$ cat src/rtl/temp_sensor_reader.sv
// Temperature sensor reader: polls a serial sensor every POLL_CYCLES idle
// cycles, clocks in one 8-bit frame MSB-first, checks the sync and parity
// fields, and publishes the 5-bit temperature with a valid or error pulse.
module temp_sensor_reader #(
  parameter int POLL_CYCLES = 100,
  parameter int SCLK_DIV    = 4
) (
  input  logic       clk,
  input  logic       rst_n,
  input  logic       enable,
  input  logic       miso,
  output logic       cs_n,
  output logic       sclk,
  output logic [4:0] temperature,
  output logic       temp_valid,
  output logic       frame_err
);

  localparam int PW = (POLL_CYCLES > 1) ? $clog2(POLL_CYCLES) : 1;
  localparam int DW = (SCLK_DIV > 1) ? $clog2(SCLK_DIV) : 1;
  localparam logic [PW-1:0] POLL_LAST = PW'(POLL_CYCLES - 1);
  localparam logic [DW-1:0] DIV_LAST  = DW'(SCLK_DIV - 1);

  typedef enum logic [1:0] {
    ST_IDLE   = 2'd0,
    ST_SELECT = 2'd1,
    ST_SHIFT  = 2'd2,
    ST_DONE   = 2'd3
  } state_e;

  // Sync field must be 2'b10 and frame[5:0] must carry even parity.
  function automatic logic frame_ok(input logic [7:0] frame);
    return (frame[7:6] == 2'b10) && ((^frame[5:0]) == 1'b0);
  endfunction

  state_e          state_q;
  logic [PW-1:0]   poll_cnt_q;
  logic [DW-1:0]   div_cnt_q;
  logic [3:0]      half_cnt_q;   // sclk half-period index within SHIFT, 0..15
  logic [7:0]      shift_q;
  logic            cs_n_q;
  logic            sclk_q;
  logic [4:0]      temp_q;
  logic            temp_valid_q;
  logic            frame_err_q;
  logic            frame_ok_d;

  assign frame_ok_d = frame_ok(shift_q);

  // Polling/frame state machine with all outputs registered.
  always_ff @(posedge clk or negedge rst_n) begin
    if (!rst_n) begin
      state_q      <= ST_IDLE;
      poll_cnt_q   <= '0;
      div_cnt_q    <= '0;
      half_cnt_q   <= 4'd0;
      shift_q      <= 8'd0;
      cs_n_q       <= 1'b1;
      sclk_q       <= 1'b0;
      temp_q       <= 5'd0;
      temp_valid_q <= 1'b0;
      frame_err_q  <= 1'b0;
    end else begin
      // Pulses are single-cycle unless DONE re-asserts one below.
      temp_valid_q <= 1'b0;
      frame_err_q  <= 1'b0;
      case (state_q)
        ST_IDLE: begin
          cs_n_q <= 1'b1;
          sclk_q <= 1'b0;
          if (enable) begin
            if (poll_cnt_q == POLL_LAST) begin
              poll_cnt_q <= '0;
              div_cnt_q  <= '0;
              cs_n_q     <= 1'b0;
              state_q    <= ST_SELECT;
            end else begin
              poll_cnt_q <= poll_cnt_q + PW'(1);
            end
          end else begin
            poll_cnt_q <= '0;
          end
        end
        ST_SELECT: begin
          // Chip-select setup time with sclk held low.
          if (div_cnt_q == DIV_LAST) begin
            div_cnt_q  <= '0;
            half_cnt_q <= 4'd0;
            state_q    <= ST_SHIFT;
          end else begin
            div_cnt_q <= div_cnt_q + DW'(1);
          end
        end
        ST_SHIFT: begin
          if (div_cnt_q == DIV_LAST) begin
            div_cnt_q <= '0;
            if (half_cnt_q == 4'd15) begin
              // Final falling edge: leave with sclk low and deselect.
              half_cnt_q <= 4'd0;
              sclk_q     <= 1'b0;
              cs_n_q     <= 1'b1;
              state_q    <= ST_DONE;
            end else begin
              half_cnt_q <= half_cnt_q + 4'd1;
              sclk_q     <= ~sclk_q;
              if (!sclk_q) begin
                // Sample on the edge that drives sclk high.
                shift_q <= {shift_q[6:0], miso};
              end else begin
                shift_q <= shift_q;
              end
            end
          end else begin
            div_cnt_q <= div_cnt_q + DW'(1);
          end
        end
        ST_DONE: begin
          cs_n_q     <= 1'b1;
          sclk_q     <= 1'b0;
          poll_cnt_q <= '0;
          if (frame_ok_d) begin
            temp_q       <= shift_q[5:1];
            temp_valid_q <= 1'b1;
          end else begin
            frame_err_q  <= 1'b1;
          end
          state_q <= ST_IDLE;
        end
        default: begin
          state_q    <= ST_IDLE;
          cs_n_q     <= 1'b1;
          sclk_q     <= 1'b0;
          poll_cnt_q <= '0;
          div_cnt_q  <= '0;
          half_cnt_q <= 4'd0;
        end
      endcase
    end
  end

  assign cs_n        = cs_n_q;
  assign sclk        = sclk_q;
  assign temperature = temp_q;
  assign temp_valid  = temp_valid_q;
  assign frame_err   = frame_err_q;

endmodule

$ cat config.mk
export PLATFORM = sky130hd
export DESIGN_NAME = temp_sensor_reader
export DESIGN_NICKNAME = d
export VERILOG_FILES = /design/src/rtl/temp_sensor_reader.sv
export SDC_FILE = /design/constraint.sdc
export NUM_CORES = 1
export LEC_CHECK = 0
export CAP_MARGIN = 0
export CORE_MARGIN = 5
export CORE_UTILIZATION = 31
export CTS_CLUSTER_SIZE = 40
export DETAILED_ROUTE_END_ITERATION = 6
export SETUP_SLACK_MARGIN = 0.2
export SYNTH_ARGS = -nofsm -noshare
export SYNTH_HDL_FRONTEND = slang
export SYNTH_SLANG_ARGS = --single-unit
export TNS_END_PERCENT = 20
$ cat constraint.sdc
create_clock -name clk -period 3.35 [get_ports clk]
set_input_delay 0.335 -clock clk [delete_from_list [all_inputs] [get_ports clk]]
set_output_delay 0.335 -clock clk [all_outputs]
set_load 0.03 [all_outputs]
After elaboration in Yosys (flattened, before gate mapping)
Cells that the tools add are included.

word-level totals
  flip-flop bits (word level) = 32
  bits in latches = 0
  memory bits (writable) = 0
  bits in read-only memories = 0
  output and inout bits = 9
  memories = 0

cells by class
  $add $sub $neg = 3
  multiply operators = 0
  div/mod/pow operators = 0
  $lt $le $gt $ge = 0
  equality and inequality tests = 12
  shift operators = 0
  multiplexer cells = 29
  bitwise operators = 3
  reduce and logical (&&, ||, !) cells = 17

operators with widths
  operator                                                        count
  2-bit two-way mux                                               8
  7-bit two-way mux                                               2
  7-bit case mux with 2 select lines                              1
  4-bit two-way mux                                               3
  1-bit two-way mux                                               10
  2-bit != test (second input constant)                           5
  3-bit AND reduction                                             3
  2-bit equality test (second input constant)                     4
  2-bit case mux with 4 select lines                              1
  4-bit case mux with 2 select lines                              1
  2-bit nonzero test                                              4
  7-bit by 1-bit adder with 7-bit output (second input constant)  1
  7-bit equality test (second input constant)                     1
  6-bit parity                                                    1
  5-bit AND reduction                                             1
  4-bit by 1-bit adder with 4-bit output (second input constant)  1
  4-bit equality test (second input constant)                     1
  2-bit case mux with 2 select lines                              1
  2-bit AND reduction                                             2
  4-bit AND reduction                                             1
  2-bit OR reduction                                              2
  1-bit inverter                                                  3
  1-bit case mux with 3 select lines                              1
  3-bit nonzero test                                              1
  5 further kinds                                                 5

Depth between registers and ports, before layout
Gate-level depths: netlist of the first run.

  depth in word-level cells = 5
  depth in mapped cells = 6
  depth with buffers taken out = 6

Least setup slack after synthesis of the first run
No wires, ideal clock.

  kind = flip-flop to flip-flop
  start = register shift_q[3]
  end = register temp_q[0], in the netlist temperature[0]
  setup time = 128 ps
  arrival time = 1654 ps
  required time = 3222 ps
  setup slack = 1568 ps
  stages on the path, launching flop included = 6
  path buffers = 0
  period minus slack after synthesis = 1782 ps
  path through = dfrtp_1 xnor2_1 xnor3_1 xor2_1 nand3_2 mux2_1

on the way
  cells in the longest elaborated chain, start to end = 4

RTL lines
  item                           line  source
  start: declaration             40    logic [7:0] shift_q;
  start signal: assignment       108   shift_q <= {shift_q[6:0], miso};
  start signal: assignment       110   shift_q <= shift_q;
  6-bit parity                   33    return (frame[7:6] == 2'b10) && ((^frame[5:0]) == 1'b0);
  1-bit inverter                 33
  1-bit logical AND              33
  2-bit AND reduction (no line)  -
  end signal: assignment         122   temp_q <= shift_q[5:1];
  end: declaration               43    logic [4:0] temp_q;

Every way passes these cells.
A chain may end at the register's enable or synchronous reset.

Worst setup path in the final report of the first run
  start = register state_q[0]
  end = register shift_q[4]

on the way
  cells in the longest elaborated chain, start to end = 2

RTL lines
  item                           line  source
  start: declaration             36    state_e state_q;
  start signal: assignment       53    state_q <= ST_IDLE;
  start signal: assignment       76    state_q <= ST_SELECT;
  start signal: assignment       89    state_q <= ST_SHIFT;
  2-bit equality test            67    case (state_q)
  4-bit AND reduction (no line)  -

Every way passes these cells.

==> results of run 1 <==
[final cells by class]
type                    instances  area [µm²]
fillers                       494        3169
flip-flops and latches         32       802.0
multi-input cells             112       794.5
repair buffers                 13       127.6
well taps                      70       87.58
clock buffers                   6       72.57
clock inverters                 2       35.03
inverters                       5       18.77
[registers in the layout (all words and copies together), names as in the netlist]
signal	count
temperature	5
div_cnt_q	2
cs_n	1
state_q	2
half_cnt_q	4
frame_err	1
shift_q	8
poll_cnt_q	7
temp_valid	1
sclk	1
[logic make-up (layout without fill, tap and decap cells)]
| family | Yosys count | in the layout | share of synthesized area (%) |
|---|---|---|---|
| muxes | 17 | 17 | 11.38 |
| xor gates and xnor gates | 6 | 6 | 4.077 |
| DFF | 32 | 32 | 49.31 |
| adders and majority gates | 8 | 8 | 6.154 |
| buffers and inverters | 8 | 26 | 1.846 |
| and+or+nand+nor | 50 | 50 | 15.54 |
| AOI/OAI and AO/OA | 31 | 31 | 11.69 |
[placed cells by master (no fill, tap or decap), types with 3 or more instances in the layout]
| cell type | n |
|---|---|
| a21oi_1 | 5 |
| clkbuf_8 | 5 |
| clkdlybuf4s50_1 | 12 |
| dfrtp_1 | 31 |
| ha_1 | 8 |
| inv_1 | 5 |
| mux2_1 | 3 |
| mux2_2 | 9 |
| mux2i_1 | 5 |
| nand2_1 | 19 |
| nand3_1 | 6 |
| nor2_1 | 8 |
| nor2b_1 | 3 |
| nor3_1 | 4 |
| o21ai_0 | 15 |
| xnor2_1 | 4 |
[metrics by stage]
stage          hold slack, ns  cells  cell area (µm²)  power, mW
2_1_floorplan         0.03941    152             1627     0.4266
3_3_place_gp           0.4740    232             1831     0.4439
3_5_place_dp           0.4808    232             1831     0.4433
4_1_cts                0.4963    240             1938     0.8071
5_1_grt                0.5179    240             1938     0.8280
6_report               0.4901    240             1938     0.7891
[final timing paths]
path / start / endpoint / slack (ns) / depth (start not counted)
setup / recovery: state_q[0]$_DFFE_PN0P_ / shift_q[4]$_DFFE_PN0P_ / 1.27 / 5
hold / removal: temperature[0]$_DFFE_PN0P_ / temperature[0]$_DFFE_PN0P_ / 0.49 / 1
setup reg to reg: state_q[0]$_DFFE_PN0P_ / shift_q[4]$_DFFE_PN0P_ / 1.27 / 5
hold reg to reg: temperature[0]$_DFFE_PN0P_ / temperature[0]$_DFFE_PN0P_ / 0.49 / 1
max in group asynchronous: rst_n / cs_n$_DFFE_PN1P_ / 2.07 / 2
min in group asynchronous: rst_n / temperature[3]$_DFFE_PN0P_ / 0.51 / 1
[power groups by stage]
| stage | sequential, mW | combinational [mW] | clock [mW] |
|---|---|---|---|
| floorplan | 0.402 | 0.0248 | 0 |
| global placement | 0.403 | 0.0406 | 0 |
| detailed placement | 0.403 | 0.0400 | 0 |
| CTS | 0.396 | 0.0404 | 0.371 |
| global route | 0.397 | 0.0443 | 0.387 |
| finish | 0.396 | 0.0391 | 0.354 |
[metal layers]
metal | vias up | global-route usage (%) | wire [µm]
met2 | 11 | 15.46 | 1308
met4 | 0 | 4.983 | 52
met5 | - | 0 | 0
met1 | 534 | 12.29 | 1366
li1 | 574 | - | -
met3 | 4 | 2.603 | 56
==> flow_metrics.env, run 1 <==
export IMPL_timing_setup_tns_ns=0
export IMPL_rsz0062_at_grt="no"
export IMPL_crit_arrival_ns=2.24
export IMPL_synth_edff_count=0
export IMPL_mappedNetlistNets=164
export IMPL_viasPerCell=4.679
export IMPL_endpoint_kind="register"
export IMPL_p_clk_share_pct=44.8
export IMPL_cts_tree="done"
export IMPL_synthToLayoutAreaGrowth_pct=19.15
export IMPL_cts_buffers=5
export IMPL_core_rowCount=26
export IMPL_die_w_um=82.44
export IMPL_antenna_found_initial=0
export IMPL_crit_fanout=11
export IMPL_initial_core_util_pct=31.85
export IMPL_fin_util_pct=37.95
export IMPL_avgSynthCellArea_um2=10.70
export IMPL_pin_count=13
export IMPL_drt_iter0_markers=41
export IMPL_min_period_ns=2.078
export IMPL_crit_required_ns=3.51
export IMPL_diodes=0
export IMPL_numPortBuffers=12
export IMPL_status="finished clean"
export IMPL_synth_top_cell_area_share_pct=47.69
export IMPL_ctsHoldBuffers=0
export IMPL_grt_start_max_net_pins=21
export IMPL_clockBufferDepth=2
export IMPL_hpwlAfterDp_mm=2.024
export IMPL_die_area_um2=6796
export IMPL_yosys_area_top_type="dfrtp_1"
export IMPL_seq_area_frac_synth_pct=49.31
export IMPL_cts_root_buffer="clkbuf_8"
export IMPL_synth_cells=152
export IMPL_tightest_slew_ns=0.7616
export IMPL_leakagePower_nw=0.9073
export IMPL_cp_num_buf_inv=1
export IMPL_slew_viol_final=0
export IMPL_post_cts_resized=0
export IMPL_ant_nets=0
export IMPL_routabilityCongestion=0.7621
export IMPL_clk_latency_ns=0.28
export IMPL_internal_power_mw=0.6306
export IMPL_finalWorstSetupSlack_ns=1.272
export IMPL_coreArea_um2=5107
export IMPL_setup_worst_path_class="register to register"
export IMPL_crit_chain="inv_1 > ha_1 > nand2_1 > nor3_2 > mux2_2"
export IMPL_drive_gt1_share_pct=12.35
export IMPL_comb_power_share_pct=5.0
export IMPL_vias=1123
export IMPL_p_sw_mw=0.1585
export IMPL_synthTopCellsByCount="dfrtp_1 (31), nand2_1 (19), o21ai_0 (15), mux2_2 (9)"
export IMPL_p_sw_share_pct=20.08
export IMPL_fin_worst_skew_ns=0.002915
export IMPL_grt_pass1_wl_mm=5.009
export IMPL_maxCapViolations=0
export IMPL_nets=181
export IMPL_dieHeight_um=82.44
export IMPL_cpPeakStageDelay_ns=0.52
export IMPL_setup_viol_count_final=0
export IMPL_fin_crit_sh_pct=62.03
export IMPL_hold_viol_final=0
export IMPL_first_pass_iters=4
export IMPL_wl_mm=2.784
export IMPL_ys_ff_latch=32
export IMPL_synth_most_common_cell="dfrtp_1"
export IMPL_postCtsSetupBuffers=0
export IMPL_power_density_nw_per_um2=407.1
export IMPL_cp_slowest_cell="nor3_2"
export IMPL_path_delay_family="simple AND/OR/NAND/NOR gates"
export IMPL_pre_cts_ws_ns=1.273
export IMPL_ys_warn_count=0
export IMPL_htree_num_levels=2
export IMPL_max_freq_ghz=0.4813
export IMPL_synth_distinct_cells=35
export IMPL_drt_wirelength_per_cell_um=11.60
export IMPL_synthTopCellsByArea="dfrtp_1 (48%), mux2_2 (6.2%), ha_1 (6.2%)"
export IMPL_hp_class="register to register"
export IMPL_drc_errors=0
export IMPL_cts_sinks=32
export IMPL_path_clk_slew_ns=0.06
export IMPL_track_usage_pct=9.800
export IMPL_p_seq_share_pct=50.2
export IMPL_overflow=0
export IMPL_syn_area_um2=1627
export IMPL_ir_worst_vdd_mv=0.2731
export IMPL_async_flop_share_pct=100.0
export IMPL_ys_flop_type="dfrtp_1"
export IMPL_grt_pass1_vias=1082
export IMPL_max_slew_margin_rel_pct=49.07
export IMPL_startpoint_type="register"
Note: power is estimated with default switching activity, not from simulation.
==> run 2: changes to the inputs <==
==> constraint.sdc (replaced) <==
create_clock -name clk -period 1.95 [get_ports clk]
set_input_delay 0.195 -clock clk [delete_from_list [all_inputs] [get_ports clk]]
set_output_delay 0.195 -clock clk [all_outputs]
set_load 0.03 [all_outputs]
==> flow_metrics.env, run 2 (synthesis gave the netlist of run 1 again) <==
export IMPL_power_density_nw_per_um2=641.9
export IMPL_internal_power_mw=1.040
export IMPL_track_usage_pct=10.02
export IMPL_fill_cells=499
export IMPL_cts_buffers=5
export IMPL_p_seq_share_pct=51.7
export IMPL_drc_errors=0
export IMPL_largest_reg_flops=8
export IMPL_min_period_ns=1.841
export IMPL_pin_count=13
export IMPL_grt_start_max_net_pins=33
export IMPL_timing_setup_tns_ns=0
export IMPL_hold_viol_final=0
export IMPL_max_slew_margin_rel_pct=59.45
export IMPL_p_sw_share_pct=21.37
export IMPL_pre_cts_ws_ns=0.1036
export IMPL_ctsHoldBuffers=0
export IMPL_diodes=0
export IMPL_viasPerCell=4.604
export IMPL_clk_latency_ns=0.28
export IMPL_htree_num_levels=2
export IMPL_finalWorstSetupSlack_ns=0.1086
export IMPL_holdWs_ns=0.3116
export IMPL_drive_gt1_share_pct=22.78
export IMPL_grt_pass1_wl_mm=5.140
export IMPL_max_freq_ghz=0.5431
export IMPL_initial_core_util_pct=31.85
export IMPL_die_w_um=82.44
export IMPL_comb_power_share_pct=7.3
export IMPL_tightest_slew_ns=0.6083
export IMPL_path_clk_slew_ns=0.07
export IMPL_startpoint_type="register"
export IMPL_die_area_um2=6796
export IMPL_grt_pass1_vias=1122
export IMPL_cts_tree="done"
export IMPL_endpoint_kind="register"
export IMPL_crit_fanout=4
export IMPL_vias=1151
export IMPL_fin_worst_skew_ns=0.008072
export IMPL_drt_iter0_markers=29
export IMPL_overflow=0
export IMPL_layout_commonest_cell="dfrtp_1"
export IMPL_core_rowCount=26
export IMPL_nets=192
export IMPL_setup_viol_count_final=0
export IMPL_ant_nets=0
export IMPL_crit_required_ns=2.11
export IMPL_top_register="shift_q"
export IMPL_fin_crit_sh_pct=94.43
export IMPL_maxCapViolations=0
export IMPL_fin_util_pct=40.32
export IMPL_ir_worst_vdd_mv=0.3728
export IMPL_setup_worst_path_class="register to register"
export IMPL_wl_mm=3.009
export IMPL_cts_root_buffer="clkbuf_8"
export IMPL_synthToLayoutAreaGrowth_pct=26.62
export IMPL_mostFrequentLayoutCells="dfrtp_1 (29), nand2_1 (19), o21ai_0 (15)"
export IMPL_coreArea_um2=5107
export IMPL_reg2reg_slack_ns=0.11
export IMPL_rsz0062_at_grt="yes"
export IMPL_clockBufferDepth=2
export IMPL_hpwlAfterDp_mm=2.043
export IMPL_leakagePower_nw=0.9724
export IMPL_dieHeight_um=82.44
export IMPL_hp_class="primary input to asynchronous set/reset pin"
export IMPL_cts_sinks=32
export IMPL_numPortBuffers=12
export IMPL_status="finished clean"
export IMPL_antenna_found_initial=0
export IMPL_p_sw_mw=0.2826
export IMPL_drt_wirelength_per_cell_um=12.04
export IMPL_first_pass_iters=4
export IMPL_routabilityCongestion=0.7705
export IMPL_crit_arrival_ns=2.00
export IMPL_p_clk_share_pct=41.0
export IMPL_slew_viol_final=0
run 2: final timing paths:
| path | from | end | cells past startpoint |
|---|---|---|---|
| worst max-delay path | shift_q[2]$_DFFE_PN0P_ | temperature[2]$_DFFE_PN0P_ | 5 |
| worst min-delay path | rst_n | half_cnt_q[2]$_DFFE_PN0P_ | 2 |
| worst max register to register | shift_q[2]$_DFFE_PN0P_ | temperature[2]$_DFFE_PN0P_ | 5 |
| worst min register to register | cs_n$_DFFE_PN1P_ | cs_n$_DFFE_PN1P_ | 2 |
| max in group asynchronous | rst_n | shift_q[3]$_DFFE_PN0P_ | 2 |
| min in group clk | cs_n$_DFFE_PN1P_ | cs_n$_DFFE_PN1P_ | 2 |
run 2: metrics by stage:
stage	instances	cell area [µm²]	total power, mW
after CTS	249	2019	1.339
after global routing	250	2059	1.378
final	250	2059	1.322
after floorplan	152	1634	0.7348
after detailed placement	235	1861	0.7641
after global placement	235	1861	0.7630
run 2: cell type report:
type	count	area [µm²]	share of cell area, %
multi-input combinational	112	842.1	40.89
sequential	32	804.5	39.06
timing repair buffer	24	210.2	10.21
clock buffer	7	96.34	4.678
tap	70	87.58	4.253
inverter	5	18.77	0.9113
run 2: power by group through the flow:
stage	combinational (mW)	sequential [mW]	clock, mW
final	0.0965	0.683	0.542
after global routing	0.107	0.684	0.588
after CTS	0.0897	0.680	0.569
after detailed placement	0.0707	0.693	0
after global placement	0.0702	0.693	0
after floorplan	0.0439	0.691	0
run 2: repair_timing:
action | 4_1_cts | 5_1_grt
resized for setup | 2 | 7
pin swaps | 4 | 4
cloned | 0 | 0
setup buffers | 7 | 1
endpoints found under the setup margin | 12 | 15
run 2: critical path, stage by stage (launching register included):
cell	delay [ns]
dfrtp_2	0.46
xnor2_4	0.20
xnor3_1	0.39
xor2_2	0.19
nand3_2	0.16
mux2_4	0.33
run 2: per-layer routing:
metal  GRT usage, %  vias up  wire length [µm]
met3          3.254        2                55
met4          4.485        0                12
li1               -      598                 -
met5              0        -                 0
met2          15.63        9              1462
met1          12.59      542              1479
==> run 3: changes to the inputs <==
--- a/config.mk
+++ b/config.mk
@@ -5,11 +5,13 @@
 export SDC_FILE = /design/constraint.sdc
 export NUM_CORES = 1
 export LEC_CHECK = 0
-export CAP_MARGIN = 0
+export CELL_PAD_IN_SITES_DETAIL_PLACEMENT = 1
+export CELL_PAD_IN_SITES_GLOBAL_PLACEMENT = 1
 export CORE_MARGIN = 5
 export CORE_UTILIZATION = 31
 export CTS_CLUSTER_SIZE = 40
 export DETAILED_ROUTE_END_ITERATION = 6
+export PLACE_DENSITY_LB_ADDON = 0.1
 export SETUP_SLACK_MARGIN = 0.2
 export SYNTH_ARGS = -nofsm -noshare
 export SYNTH_HDL_FRONTEND = slang
==> flow_metrics.env, run 3 (synthesis gave the netlist of run 1 again) <==
export IMPL_dieHeight_um=82.44
export IMPL_crit_fanout=3
export IMPL_ant_nets=0
export IMPL_comb_power_share_pct=8.0
export IMPL_setup_worst_path_class="register to register"
export IMPL_drt_wirelength_per_cell_um=14.49
export IMPL_core_rowCount=26
export IMPL_cts_root_buffer="clkbuf_8"
export IMPL_overflow=0
export IMPL_holdWs_ns=0.3263
export IMPL_endpoint_kind="register"
export IMPL_timing_setup_tns_ns=0
export IMPL_endpoint="state_q[1]$_DFFE_PN0P_"
export IMPL_cts_sinks=32
export IMPL_r2r_cells=6
export IMPL_cts_buffers=5
export IMPL_antenna_found_initial=0
export IMPL_timing_rr_end="state_q[1]$_DFFE_PN0P_"
export IMPL_drive_gt1_share_pct=22.95
export IMPL_leakagePower_nw=0.9722
export IMPL_grt_pass1_wl_mm=6.368
export IMPL_htree_num_levels=2
export IMPL_viasPerCell=4.858
export IMPL_wl_mm=3.665
export IMPL_grt_pass1_vias=1342
export IMPL_fin_worst_skew_ns=0.004544
export IMPL_crit_arrival_ns=2.00
export IMPL_nets=194
export IMPL_p_seq_share_pct=53.6
export IMPL_p_sw_share_pct=23.01
export IMPL_die_w_um=82.44
export IMPL_grt_start_max_net_pins=33
export IMPL_coreArea_um2=5107
export IMPL_p_sw_mw=0.2935
export IMPL_setup_worst_path_start="poll_cnt_q[1]$_DFFE_PN0P_"
export IMPL_numPortBuffers=12
export IMPL_p_clk_share_pct=38.4
export IMPL_rsz0062_at_grt="yes"
export IMPL_synthToLayoutAreaGrowth_pct=27.23
export IMPL_fin_crit_sh_pct=94.15
export IMPL_clk_latency_ns=0.28
export IMPL_drt_iter0_markers=43
export IMPL_hold_viol_final=0
export IMPL_pre_cts_ws_ns=0.06632
export IMPL_ir_worst_vdd_mv=0.3705
export IMPL_tightest_slew_ns=0.6580
export IMPL_reg2reg_slack_ns=0.11
export IMPL_hpwlAfterDp_mm=2.546
export IMPL_crit_required_ns=2.11
export IMPL_mostFrequentLayoutCells="dfrtp_1 (30), nand2_1 (17), o21ai_0 (15)"
export IMPL_largest_reg_flops=8
export IMPL_post_dp_cell_area_um2=1868
export IMPL_status="finished clean"
export IMPL_track_usage_pct=12.33
export IMPL_pin_count=13
export IMPL_r2r_start="poll_cnt_q[1]$_DFFE_PN0P_"
export IMPL_vias=1229
export IMPL_max_slew_margin_rel_pct=56.14
export IMPL_die_area_um2=6796
export IMPL_maxCapViolations=0
export IMPL_hp_class="primary input to asynchronous set/reset pin"
export IMPL_cts_tree="done"
export IMPL_path_clk_slew_ns=0.07
export IMPL_finalWorstSetupSlack_ns=0.1141
export IMPL_drc_errors=0
export IMPL_slew_viol_final=0
export IMPL_startpoint_type="register"
export IMPL_final_area_um2=2069
export IMPL_diodes=0
export IMPL_min_period_ns=1.836
export IMPL_internal_power_mw=0.9821
export IMPL_setup_viol_count_final=0
export IMPL_layout_commonest_cell="dfrtp_1"
export IMPL_power_density_nw_per_um2=616.4
export IMPL_max_freq_ghz=0.5447
export IMPL_top_register="shift_q"
export IMPL_clockBufferDepth=2
export IMPL_power_mw=1.276
export IMPL_initial_core_util_pct=31.85
export IMPL_first_pass_iters=3
export IMPL_routabilityCongestion=0.7765
==> run 3: per-stage QoR <==
step                      utilization [%]  cells
final                               40.52    253
after global placement              36.58    236
after CTS                           39.17    249
after floorplan                         -    152
after global routing                40.52    253
after detailed placement            36.58    236
==> run 3: routing by layer <==
metal | wire length [µm] | share of wire (%) | global-route usage [%]
met1 | 1738 | 47 | 14.74
met2 | 1739 | 47 | 20.67
met3 | 148 | 4.0 | 4.230
met4 | 38 | 1.0 | 3.987
met5 | 0 | 0 | 0
==> run 3: worst min-delay path by stage <==
stage                                    start                    endpoint  slack (ns)  cells past startpoint
CTS                                      rst_n   half_cnt_q[0]$_DFFE_PN0P_        0.33                      2
global route                             rst_n   half_cnt_q[3]$_DFFE_PN0P_        0.35                      2
detailed placement  temperature[2]$_DFFE_PN0P_  temperature[2]$_DFFE_PN0P_        0.49                      1
floorplan                                rst_n    div_cnt_q[0]$_DFFE_PN0P_       -0.10                      0
finish                                   rst_n   half_cnt_q[3]$_DFFE_PN0P_        0.33                      2
global placement    temperature[0]$_DFFE_PN0P_  temperature[0]$_DFFE_PN0P_        0.48                      1
==> run 3: area by class of cell <==
type | count | area [µm²]
fillers | 584 | 3038
multi-input cells | 112 | 854.6
flip-flops and latches | 32 | 803.3
repair buffers | 26 | 225.2
well taps | 70 | 87.58
clock buffers | 8 | 80.08
inverters | 5 | 18.77
==> run 3: repair_timing <==
item / CTS / global route
hold buffers: 0 / 0
setup endpoints to repair: 4 / 22
hold endpoints to repair: 0 / 0
resized for setup: 2 / 9
pin swaps: 2 / 5
buffers inserted: 5 / 4
==> run 3: worst max-delay path, stage by stage (launching register included) <==
cell and delay (ns):
dfrtp_1 0.38, ha_2 0.20, nand4b_1 0.13, or4b_4 0.59, nand2_2 0.08, nand2_2 0.06
mux2_2 0.28
==> run 3: power groups by stage <==
stage	sequential, mW	clock, mW	combinational [mW]
after floorplan	0.691	0	0.0439
after global placement	0.693	0	0.0719
after detailed placement	0.694	0	0.0743
after CTS	0.682	0.513	0.0892
after global routing	0.684	0.548	0.114
final	0.683	0.490	0.103
==> patch 1: new RTL, flow settings as in run 2 <==
Encoding of `state_e`: now one-hot (4 bits for 4 states).
--- a/src/rtl/temp_sensor_reader.sv
+++ b/src/rtl/temp_sensor_reader.sv
@@ -21,11 +21,11 @@
   localparam logic [PW-1:0] POLL_LAST = PW'(POLL_CYCLES - 1);
   localparam logic [DW-1:0] DIV_LAST  = DW'(SCLK_DIV - 1);
 
-  typedef enum logic [1:0] {
-    ST_IDLE   = 2'd0,
-    ST_SELECT = 2'd1,
-    ST_SHIFT  = 2'd2,
-    ST_DONE   = 2'd3
+  typedef enum logic [3:0] {
+    ST_IDLE   = 4'b0001,
+    ST_SELECT = 4'b0010,
+    ST_SHIFT  = 4'b0100,
+    ST_DONE   = 4'b1000
   } state_e;
 
   // Sync field must be 2'b10 and frame[5:0] must carry even parity.
Behaviour: no difference found for any inputs over 10 cycles, from zero or initial values and one cycle with rst_n low; not proved beyond that.
==> patch 1 against run 2 <==
- final area unchanged
- routed wire length is 3.4% higher
- clock skew down 0.0044 ns
- count of clock-buffer cells in the layout did not move
- area after synthesis grew 5.0%
- worst setup slack improved by 0.14 ns
- sequential cell count rose by 2
Power is not compared: it rests on default switching activity, and its combinational part moved more than twofold at a synthesized area within 25%.
==> patch 1: results (changes against run 2) <==
Worst EP arrival: 1.94 ns (-0.06 ns)
Dpl cells: 223 (-5.1%)
R2r startpoint: state_q[1]$_DFFE_PN0P_
Synth Area per Inst: 12.6 µm² (+17%)
Global route total overflow: 0 (unchanged)
Mux cell area share after synthesis: 10.6% (-0.76 points)
Netlist cell types: 45 (+29%)
Worst slew margin: 71.3% (+12 points)
Clock skew: 0.00370 ns (-0.00437 ns)
Placed Area: 1950 µm² (+4.6%)
R2R setup slack: 0.25 ns (+0.14 ns)
Commonest cells post-synth: dfrtp_1 (32), mux2_2 (13), nor2_1 (11), nand2_1 (7), o21ai_0 (7)
Ratio of cells with drive above 1 in the final layout: 28.9% (+6.2 points)
Worst R2R Path Depth: 4 (-1)
Status: finished clean
Iter 0 DRT Violations: 44 (+52%)
Post-Syn Nets: 143 (-13%)
Total GRT Usage: 9.67% (-0.35 points)
Reg-to-reg endpoint: half_cnt_q[0]$_DFFE_PN0P_
Setup bufs post-CTS: 0 (-7)
Via count: 1135 (-1.4%)
Pre-CTS WS: 0.180 ns (+0.0768 ns)
Xor-xnor portion of the synthesized cell area: 6.37% (+2.3 points)
Post-synthesis sequential area ratio: 50.0% (+0.66 points)
HPWL after DPL: 2240 µm (+9.6%)
Wire per inst: 13.5 µm (+12%)
Number of global-route vias before repair: 1188 (+5.9%)
F_max: 587 MHz (+8.1%)
Hold_ws: 0.315 ns (+0.00345 ns)
Area contributors post-synth: dfrtp_1 (47%), mux2_2 (8.6%), nor4b_4 (4.2%)
Final net count: 165 (-14%)
Power after layout: 1.30 mW
RePlAce Congestion: 0.820 (+6.5%)
Compound-Gate Fraction of Synth Area: 10.3% (-1.4 points)
Synth Area in Adders: 2.20% (-4.0 points)
WL final: 3110 µm (+3.4%)
patch 1: changes by cell type after synthesis, sizes merged, moves of 5 or more:
cell / delta
nor2: +5
xor2: +5
o21ai: -8
ha: -5
nand2: -12
patch 1: worst max-delay path, stage by stage, from the launching register on:
cell	delay, ns
dfrtp_1	0.51
or4b_4	0.61
nor2_4	0.14
nor4b_4	0.20
mux2_4	0.18
patch 1: power groups by stage:
stage                     sequential [mW]  combinational (mW)  clock, mW
after floorplan                     0.730              0.0154          0
after detailed placement            0.732              0.0411          0
after global placement              0.731              0.0398          0
after global routing                0.719              0.0480      0.594
final                               0.719              0.0401      0.539
after CTS                           0.718              0.0412      0.569
patch 1: layout make-up:
cell class                 instances  area, µm²
clock inverter                     1       5.00
timing repair buffer              17        158
tap                               72       90.1
inverter                           4       15.0
sequential                        34        855
fill                             529       3380
clock buffer                       7       86.3
multi-input combinational         96        851
patch 1: logic make-up after synthesis:
| group | after synthesis |
|---|---|
| AOI/OAI and AO/OA | 24 |
| and+or+nand+nor | 43 |
| muxes | 16 |
| DFF | 34 |
| xor gates and xnor gates | 10 |
| adders and majority gates | 3 |
| buffers and inverters | 6 |
patch 1: routing by layer:
metal / vias up / track usage [%] / part of all wire, %
met5: - / 0 / 0
met4: 0 / 4.53 / 1.8
met3: 5 / 4.12 / 4.1
met2: 23 / 15.4 / 47
met1: 565 / 11.3 / 47
li1: 542 / - / -
patch 1: what timing repair did:
| action | CTS | global route |
|---|---|---|
| setup endpoints to repair | 7 | 20 |
| gates resized for setup | 1 | 4 |
| cloned | 0 | 0 |
| hold buffers | 0 | 0 |
| endpoints found under the hold margin | 0 | 0 |
==> patch 2: new RTL, settings of run 2 <==
Made on the original files. `POLL_CYCLES`: 100 -> 200.
--- a/src/rtl/temp_sensor_reader.sv
+++ b/src/rtl/temp_sensor_reader.sv
@@ -2,7 +2,7 @@
 // cycles, clocks in one 8-bit frame MSB-first, checks the sync and parity
 // fields, and publishes the 5-bit temperature with a valid or error pulse.
 module temp_sensor_reader #(
-  parameter int POLL_CYCLES = 100,
+  parameter int POLL_CYCLES = 200,
   parameter int SCLK_DIV    = 4
 ) (
   input  logic       clk,
Behaviour: no difference found for any inputs over 10 cycles, from zero or initial values and one cycle with rst_n low; that may be too few to reach the edited logic, so the function may still have changed.
==> patch 2 against run 2 <==
- worst setup slack better by 0.11 ns
- power up 0.89%
- final area up 2.4%
- sequential cell count up 1
- cell count down 5.6%
- routed wire length up 4.2%
- sequential share of layout area up 0.14 points
- area after synthesis up 0.77%
==> patch 2: results (changes against run 2) <==
Post-synthesis sequential area ratio: 50.5% (+1.2 points)
Clock skew: 0.00314 ns (-0.00493 ns)
Sw frac: 21.0% (-0.41 points)
Part of the power in registers: 53.4% (+1.7 points)
Reg-to-reg endpoint: poll_cnt_q[7]$_DFFE_PN0P_
Pre-CTS WS: 0.0256 ns (-0.0780 ns)
R2r startpoint: poll_cnt_q[4]$_DFFE_PN0P_
Final cell count without fillers: 236 (-5.6%)
Placed Area: 1870 µm² (+0.74%)
Crit-path slowest cell: dfrtp_1
Post-Syn Nets: 148 (-9.8%)
Hold_ws: 0.334 ns (+0.0219 ns)
Dpl cells: 219 (-6.8%)
Worst R2R Path Depth: 4 (-1)
Largest net degree at the start of global routing: 34 (+3.0%)
Worst-Margin Slew: 0.421 ns (-0.187 ns)
Peak supply drop: 0.000297 V (-20%)
Number of global-route vias before repair: 1193 (+6.3%)
Fin util: 41.3% (+0.98 points)
Crit path max-delay family: simple AND/OR/NAND/NOR gates
Total GRT Usage: 11.0% (+0.96 points)
R2R setup slack: 0.22 ns (+0.11 ns)
Netlist cell types: 40 (+14%)
WL final: 3140 µm (+4.2%)
Status: finished clean
Post-Synthesis Cells: 135 (-11%)
RePlAce Congestion: 0.739 (-4.1%)
Global-route wire length before repair: 5620 µm (+9.3%)
Ratio of cells with drive above 1 in the final layout: 30.1% (+7.3 points)
Area contributors post-synth: dfrtp_1 (49%), mux2_2 (9.6%), ha_1 (6.9%)
Via count: 1139 (-1.0%)
Commonest cells post-synth: dfrtp_1 (32), mux2_2 (14), ha_1 (9), nand2_1 (9), nor2_1 (9)
Fillers: 494 (-1.0%)
Iter 0 DRT Violations: 61 (+110%)
-- patch 2: cells by family after synthesis --
logic type	synth area share [%]
DFF	50.5
muxes	10.8
and+or+nand+nor	15.0
adders and majority gates	6.87
AOI/OAI and AO/OA	10.0
buffers and inverters	1.68
xor gates and xnor gates	5.11
-- patch 2: timing repair --
action,CTS,global route
setup endpoints to repair,10,15
gates resized for setup,4,7
buffers inserted,6,3
pin swaps,1,2
gates cloned,0,0
-- patch 2: layout make-up --
type	count	area share, %
Multi-Input combinational cell	95	40.0
Timing Repair Buffer	25	10.9
Tap cell	70	4.15
Clock buffer	7	4.57
Inverter	5	0.890
Clock inverter	1	0.237
Sequential cell	33	39.2
-- patch 2: per-layer routing --
layer	vias to the layer above	global-route usage, %	part of all wire, %
li1	549	-	-
met1	561	12.9	44
met2	23	18.2	50
met3	6	3.90	4.1
met4	0	4.41	1.8
met5	-	0	0
-- patch 2: worst max path at each step --
stage / startpoint / endpoint / slack [ns] / cells past startpoint
floorplan: state_q[0]$_DFFE_PN0P_ / poll_cnt_q[7]$_DFFE_PN0P_ / 0.15 / 6
global placement: state_q[0]$_DFFE_PN0P_ / poll_cnt_q[7]$_DFFE_PN0P_ / 0.16 / 6
detailed placement: state_q[0]$_DFFE_PN0P_ / poll_cnt_q[7]$_DFFE_PN0P_ / 0.03 / 6
CTS: poll_cnt_q[4]$_DFFE_PN0P_ / poll_cnt_q[7]$_DFFE_PN0P_ / 0.15 / 4
global route: state_q[1]$_DFFE_PN0P_ / poll_cnt_q[7]$_DFFE_PN0P_ / 0.17 / 7
finish: poll_cnt_q[4]$_DFFE_PN0P_ / poll_cnt_q[7]$_DFFE_PN0P_ / 0.22 / 4
